--- src/rtl/hc_sb.sv ---
// hc_sb: hazard controller for the F/D/E/M/W core with an MDU scoreboard,
// load-use stalls, E-stage M/W forwarding and a deferred-jump latch.
//
// Parameters: AW (reg addr width), MAX_OUT (in-flight MDU op limit),
//   CW (outstanding count width, 2**CW > MAX_OUT), PCW (perf counter width).
// Inputs:  clk, rst_n (async active-low), je, busy_M,
//   rs1/rs2_addr_D, rs1/rs2_use_D, rd_D, wen_D, long_D,
//   rs1/rs2_addr_E, rd_E/M/W, wen_E/M/W, load_E, long_E, long_done, long_rd.
// Outputs: stall_F/D/E/M/W, flush_D/E/M/W, fwd1_sel, fwd2_sel
//   (00 regfile, 01 M, 10 W), outstanding.
// Optional macro HC_PERF_CNT_EN adds perf_stall_cyc and perf_flush_cnt,
//   saturating counters of stall_D and flush_D cycles.
module hc_sb #(
    parameter int AW      = 5,
    parameter int MAX_OUT = 4,
    parameter int CW      = 3,
    parameter int PCW     = 32
) (
    input  logic          clk,
    input  logic          rst_n,
    input  logic          je,
    input  logic          busy_M,
    input  logic [AW-1:0] rs1_addr_D,
    input  logic [AW-1:0] rs2_addr_D,
    input  logic          rs1_use_D,
    input  logic          rs2_use_D,
    input  logic [AW-1:0] rd_D,
    input  logic          wen_D,
    input  logic          long_D,
    input  logic [AW-1:0] rs1_addr_E,
    input  logic [AW-1:0] rs2_addr_E,
    input  logic [AW-1:0] rd_E,
    input  logic [AW-1:0] rd_M,
    input  logic [AW-1:0] rd_W,
    input  logic          wen_E,
    input  logic          wen_M,
    input  logic          wen_W,
    input  logic          load_E,
    input  logic          long_E,
    input  logic          long_done,
    input  logic [AW-1:0] long_rd,
    output logic          stall_F,
    output logic          stall_D,
    output logic          flush_D,
    output logic          stall_E,
    output logic          flush_E,
    output logic          stall_M,
    output logic          flush_M,
    output logic          stall_W,
    output logic          flush_W,
    output logic [1:0]    fwd1_sel,
    output logic [1:0]    fwd2_sel,
`ifdef HC_PERF_CNT_EN
    output logic [PCW-1:0] perf_stall_cyc,
    output logic [PCW-1:0] perf_flush_cnt,
`endif
    output logic [CW-1:0] outstanding
);

    localparam int NR = 2**AW;

    logic [NR-1:0] sb, sb_n;
    logic [CW-1:0] cnt, cnt_n;
    logic          jpend;
    logic          jflush;
    logic          load_use;
    logic          sb_raw;
    logic          sb_waw;
    logic          cap;
    logic          hazard;
    logic          issue;

    assign jflush = je | jpend;

    assign load_use = load_E & wen_E & (rd_E != '0) &
                      ((rs1_use_D & (rs1_addr_D == rd_E)) |
                       (rs2_use_D & (rs2_addr_D == rd_E)));

    assign sb_raw = (rs1_use_D & sb[rs1_addr_D]) |
                    (rs2_use_D & sb[rs2_addr_D]);
    assign sb_waw = wen_D & sb[rd_D];

    // A completion in the same cycle frees a slot for the new op.
    assign cap = long_D & (cnt == CW'(MAX_OUT)) & ~long_done;

    assign hazard = load_use | sb_raw | sb_waw | cap;

    always_comb begin
        stall_F = 1'b0;
        stall_D = 1'b0;
        flush_D = 1'b0;
        stall_E = 1'b0;
        flush_E = 1'b0;
        stall_M = 1'b0;
        flush_M = 1'b0;
        stall_W = 1'b0;
        flush_W = 1'b0;
        priority case (1'b1)
            busy_M: begin
                stall_F = 1'b1;
                stall_D = 1'b1;
                stall_E = 1'b1;
                stall_M = 1'b1;
                flush_W = 1'b1;
            end
            jflush: begin
                flush_D = 1'b1;
                flush_E = 1'b1;
            end
            hazard: begin
                stall_F = 1'b1;
                stall_D = 1'b1;
                flush_E = 1'b1;
            end
            default: ;
        endcase
    end

    // M result is younger than W, so it wins.
    always_comb begin
        fwd1_sel = 2'b00;
        fwd2_sel = 2'b00;
        if (wen_M && rd_M != '0 && rd_M == rs1_addr_E)
            fwd1_sel = 2'b01;
        else if (wen_W && rd_W != '0 && rd_W == rs1_addr_E)
            fwd1_sel = 2'b10;
        if (wen_M && rd_M != '0 && rd_M == rs2_addr_E)
            fwd2_sel = 2'b01;
        else if (wen_W && rd_W != '0 && rd_W == rs2_addr_E)
            fwd2_sel = 2'b10;
    end

    assign issue = long_E & ~stall_E & ~flush_E & (rd_E != '0);

    // Set is applied after clear so a same-register reissue wins.
    always_comb begin
        sb_n = sb;
        if (long_done)
            sb_n[long_rd] = 1'b0;
        if (issue)
            sb_n[rd_E] = 1'b1;
        sb_n[0] = 1'b0;
    end

    always_comb begin
        cnt_n = cnt;
        if (issue && !long_done)
            cnt_n = cnt + CW'(1);
        else if (!issue && long_done && cnt != '0)
            cnt_n = cnt - CW'(1);
    end

    always_ff @(posedge clk or negedge rst_n) begin
        if (!rst_n) begin
            sb    <= '0;
            cnt   <= '0;
            jpend <= 1'b0;
        end else begin
            sb    <= sb_n;
            cnt   <= cnt_n;
            // Hold a jump seen during an LSU stall until the pipe moves.
            jpend <= busy_M & (jpend | je);
        end
    end

    assign outstanding = cnt;

`ifdef HC_PERF_CNT_EN
    always_ff @(posedge clk or negedge rst_n) begin
        if (!rst_n) begin
            perf_stall_cyc <= '0;
            perf_flush_cnt <= '0;
        end else begin
            if (stall_D && !(&perf_stall_cyc))
                perf_stall_cyc <= perf_stall_cyc + PCW'(1);
            if (flush_D && !(&perf_flush_cnt))
                perf_flush_cnt <= perf_flush_cnt + PCW'(1);
        end
    end
`endif

endmodule

--- config.mk ---
export PLATFORM = sky130hd
export DESIGN_NAME = hc_sb
export DESIGN_NICKNAME = d
export VERILOG_FILES = /design/src/rtl/hc_sb.sv
export SDC_FILE = /design/constraint.sdc
export NUM_CORES = 1
export LEC_CHECK = 0
export BUFFER_PORTS_ARGS = -buffer_cell sky130_fd_sc_hd__buf_2
export CAP_MARGIN = 20
export CORE_ASPECT_RATIO = 0.9
export CORE_MARGIN = 4
export CORE_UTILIZATION = 25
export DETAILED_ROUTE_END_ITERATION = 12
export GPL_ROUTABILITY_DRIVEN = 0
export PLACE_DENSITY_LB_ADDON = 0.15
export SLEW_MARGIN = 20
export SYNTH_ARGS = -nofsm -noshare
export SYNTH_HDL_FRONTEND = slang
export SYNTH_SLANG_ARGS = --single-unit
--- constraint.sdc ---
create_clock -name clk -period 9.49 [get_ports clk]
set_input_delay 0.949 -clock clk [delete_from_list [all_inputs] [get_ports clk]]
set_output_delay 0.949 -clock clk [all_outputs]
set_load 0.005 [all_outputs]
Word level (Yosys, flattened, before mapping)
Cells that the tools add are included.

$lt $le $gt $ge: 7. Bitwise operators: 26. Reductions and logical operators: 18. $add $sub $neg: 2. Eq/ne operators: 7. Mux-type cells: 26.

Operators with widths (count): 32-bit two-way mux (2); 32-bit bitwise AND (1); 32-bit inverter (1); 32-bit bitwise OR (1); 5-bit == test (6); 5-bit by 6-bit < comparator with 1-bit output (second input constant) (5); 1-bit binary-select mux with 5-bit select (3); 5-bit nonzero test (3); 1-bit bitwise AND (14); 1-bit two-way mux (13); 1-bit logical AND (11); 1-bit demux with 5-bit select (2); 5-bit by 1-bit >= comparator with 1-bit output (second input constant) (2); 2-bit two-way mux (4); 3-bit two-way mux (2); 1-bit bitwise OR (6); 3-bit by 1-bit adder with 3-bit output (second input constant) (1); 3-bit == test (second input constant) (1); 1-bit inverter (3); 3-bit nonzero test (1); 3-bit by 1-bit subtractor with 3-bit output (second input constant) (1); 1-bit zero test (2); 2-bit nonzero test (1).

Word-level logic and storage cells: 89. Register bits after elaboration: 35. Input bits: 59. Output and inout bits: 16.

Logic depth before layout (Yosys ltp)
Depth after elaboration: 18. Depth in mapped cells: 13. Mapped depth without buffers: 11.

Worst setup path before layout
OpenSTA, ideal clock, no wires.

Path kind: input port to output port. Start: input rd_D[1]. End: output stall_F. Path buffers: 2. Stages: 9. Slack: 5594 ps. Arrival time: 2947 ps. Data required time: 8541 ps. Cells stage by stage: buf_6 -> mux4_1 -> mux4_2 -> o21a_1 -> o21ai_2 -> and4b_4 -> o21a_1 -> o31ai_1 -> buf_4.

Cells in the longest elaborated chain, start to end: 8.

Ends and longest elaborated chain: start, declared (RTL line 27) `input logic [AW-1:0] rd_D,`; 1-bit binary-select mux with 5-bit select (RTL line 81) `assign sb_waw = wen_D & sb[rd_D];`; 1-bit two-way mux (implied by the code) (RTL line 81); 1-bit bitwise AND (RTL line 81); 1-bit bitwise OR (2 in a row) (RTL line 86) `assign hazard = load_use | sb_raw | sb_waw | cap;`; 1-bit two-way mux (3 in a row); end, declared (RTL line 42) `output logic stall_F,`.

Every way passes these cells. The select of a mux whose other input is x is not followed.

Worst setup path in the final report
Start: input rd_D[1]. End: output stall_D.

Cells in the longest elaborated chain, start to end: 8.

Ends and longest elaborated chain: 1-bit binary-select mux with 5-bit select (RTL line 81); 1-bit two-way mux (implied by the code) (RTL line 81); 1-bit bitwise AND (RTL line 81); 1-bit bitwise OR (2 in a row) (RTL line 86); 1-bit two-way mux (3 in a row) (RTL line 98) `priority case (1'b1)`; end, declared (RTL line 43) `output logic stall_D,`.

Every way passes these cells. The select of a mux whose other input is x is not followed.

==> impl_metrics.toml <==
[detailed_routing]
route.final.wire_length_um = 10100
drtAntennaViolNets = 0
initialDrtViolationCount = 247
drtPass1Iterations = 5
dr_total_vias = 2761
detail_route.wl_per_cell_um = 19.8
drcViolationCount = 0
drt-vias-per-instance = 5.38

[worst_hold_path]
worst_hold_startpoint = "jpend"
worst_hold_path.num_cells = 2
min_to = "jpend"
worst_hold_path_type = "register to register"

[timing]
hold_viol_final = 0
finalCritPeriodShare = 0.437
timing.clock.skew_ns = 0.00650
tightestPinTransition_ns = 0.842
setup_viol = 0
grt_setup_unrepaired = "no"
slew_viol_final = 0
maximum_frequency_from_static_timing_analysis_mhz = 241
max-slew-margin-rel = 0.439
finalSetupTns_ns = 0
period_needed_ns = 4.15

[setup_path]
cell_count_of_the_worst_reg_to_reg_path = 9
startpoint_type = "input pin"
setup.reg_to_reg.worst_slack_ns = 6.23
rr_startpoint = "sb[26]"
worst_endpoint_required_time_ns = 8.54
worstSetupPathType = "input pin to primary output"
worstSetupStartpoint = "rd_D[1]"
worstPathMaxFanout = 10
timing.critical_path.to_type = "primary output"
terminus_of_the_critical_flop_to_flop_path = "outstanding[1]"
cp.arrival_ns = 3.20

[power]
p_switching_mw = 0.166
seq_power_share = 0.346
power_frac_comb = 0.268
vdd_drop_max_v = 0.0000816
clockPowerShare = 0.386
switching_share = 0.298
power.static_leakage_nw = 1.51
intPower_mw = 0.391
p_per_area_mw_per_mm2 = 155

[yosys]
synth_cell_types = 51
yosysWarnings = 0
synth.avg_cell_area_um2 = 9.96
ffs_w_async_s_r_synth = 1.00
post_synth_inst_count = 299
synth_sequential_area_ratio = 0.294
postSynth.topFlopCell = "dfrtp_1"
number_of_enable_type_register_cells_in_the_synthesized_netlist = 0
synth-seq-cells = 35
synth_cell_area_mm2 = 0.00298

[clocking]
h-tree-depth = 2
clock-sinks = 35
cts_made_buffers = 5
post_cts.repair.setup_buffers = 0
cts_resized = 0
tritoncts = "yes"
clk-insertion-delay-late_ns = 0.28
clkSlewWorstSetupHoldPaths_ns = 0.05
root_buffer = "clkbuf_16"
post_cts_hold_buffer_count = 0
ctsLongestPathBuffers = 2

[global_routing]
track_usage = 0.148
grt_start_max_net_pins = 36
grt_overflow_total = 0
first_global_vias = 2784
number_of_antenna_violations_at_the_first_check_in_global_routing = 0
grt_pass1_wl_um = 15800

[final_layout]
antenna_cells = 0
final_common_cell = "buf_2"
most-common-layout-cells = "72 x buf_2, 48 x o21ai_0, 35 x dfrtp_1"
layout-drive-gt1-share = 0.303
post_layout_nonfiller_instances = 513
final_nets = 416
area_overhead_vs_synth_pct = 21.0

[die]
initial_core_util = 0.258
chip_height_um = 112
coreArea_mm2 = 0.0115
total_i_o_pin_count = 75
die_area_mm2 = 0.0137
num_rows = 37
die_width_um = 123

[placed_design]
portBuffers = 72
dp_cells = 505
detailedPlacementHpwl_um = 7850

[job]
maxCapViolations = 0

[run_status]
status = "complete, no violations"
kinds of logic after synthesis:
kind of cell	Yosys count	share of synthesized area
other cells	1	0.00126
compound gates	89	0.195
simple gates	70	0.141
mux	42	0.220
buf+inv	30	0.0513
xor+xnor	31	0.0912
flops	35	0.294
fa+ha+maj	1	0.00672
stage by stage:
step	hold slack (ns)	utilization	instance area, um^2	total power, mW	setup slack (ns)
floorplan	0.493	-	2980	0.288	5.59
global placement	0.544	0.296	3410	0.343	5.33
detailed placement	0.537	0.296	3410	0.345	5.31
CTS	0.552	0.313	3600	0.562	5.31
global route	0.622	0.313	3600	0.588	5.22
finish	0.551	0.313	3600	0.557	5.34
power by group through the flow:
stage / clock [mW] / sequential (mW) / combinational [mW]
after global routing: 0.225 / 0.197 / 0.166
after global placement: 0 / 0.195 / 0.148
after CTS: 0.219 / 0.193 / 0.150
after floorplan: 0 / 0.186 / 0.102
final: 0.215 / 0.193 / 0.149
after detailed placement: 0 / 0.195 / 0.150
worst max-delay path by stage:
| stage | endpoint | slack, ns | cells after the start |
|---|---|---|---|
| 2_1_floorplan | stall_F | 5.59 | 9 |
| 3_3_place_gp | stall_D | 5.33 | 9 |
| 3_5_place_dp | stall_D | 5.31 | 9 |
| 4_1_cts | stall_D | 5.31 | 9 |
| 5_1_grt | stall_D | 5.22 | 9 |
| 6_report | stall_D | 5.34 | 9 |
synth_stat cells (2+ instances only):
master,n,area share
nor4_1,4,0.0084
buf_4,6,0.015
a21oi_1,2,0.0034
mux4_2,14,0.11
nand3b_1,10,0.025
a311oi_1,4,0.012
nand2_1,11,0.014
nand3_1,8,0.013
buf_6,2,0.0076
o21a_1,3,0.0076
o21ai_0,48,0.081
buf_1,3,0.0038
or3_1,5,0.011
o211ai_1,2,0.0050
dfrtp_1,35,0.29
nor2_1,9,0.011
a22oi_1,2,0.0050
mux4_1,3,0.026
or4_1,4,0.010
o41ai_1,16,0.047
clkinv_1,2,0.0025
xor2_1,15,0.044
nand4_1,5,0.011
mux2i_1,19,0.064
buf_2,2,0.0034
o311ai_0,2,0.0059
or3b_2,4,0.012
nor2b_1,3,0.0063
xnor2_1,16,0.047
nor3_1,2,0.0034
mux2_2,5,0.019
clkbuf_1,10,0.013
inv_1,5,0.0063
flip-flops by register name (all words and copies together) (netlist names):
register / flops
jpend: 1
outstanding: 3
sb: 31
per-layer routing:
layer / vias to the layer above / part of all wire / global-route usage
met5: - / 0 / 0
met4: 0 / 0.013 / 0.0376
met3: 11 / 0.073 / 0.0320
met2: 118 / 0.44 / 0.217
met1: 1358 / 0.47 / 0.221
li1: 1274 / - / -
worst max-delay path, stage by stage:
cell and delay (ns):
buf_2 0.26, mux4_1 0.59, mux4_2 0.47, o21a_1 0.19, o21ai_2 0.07, and4b_4 0.31
o21a_1 0.16, o31ai_1 0.08, buf_2 0.13
cell type report:
class / instances / area (um^2)
Clock buffer: 5 / 125
Clock inverter: 3 / 67.6
Fill cell: 1211 / 7920
Inverter: 7 / 26.3
Multi-Input combinational cell: 235 / 1950
Sequential cell: 35 / 876
Tap cell: 156 / 195
Timing Repair Buffer: 72 / 360
(Power assumes the default switching activity.)
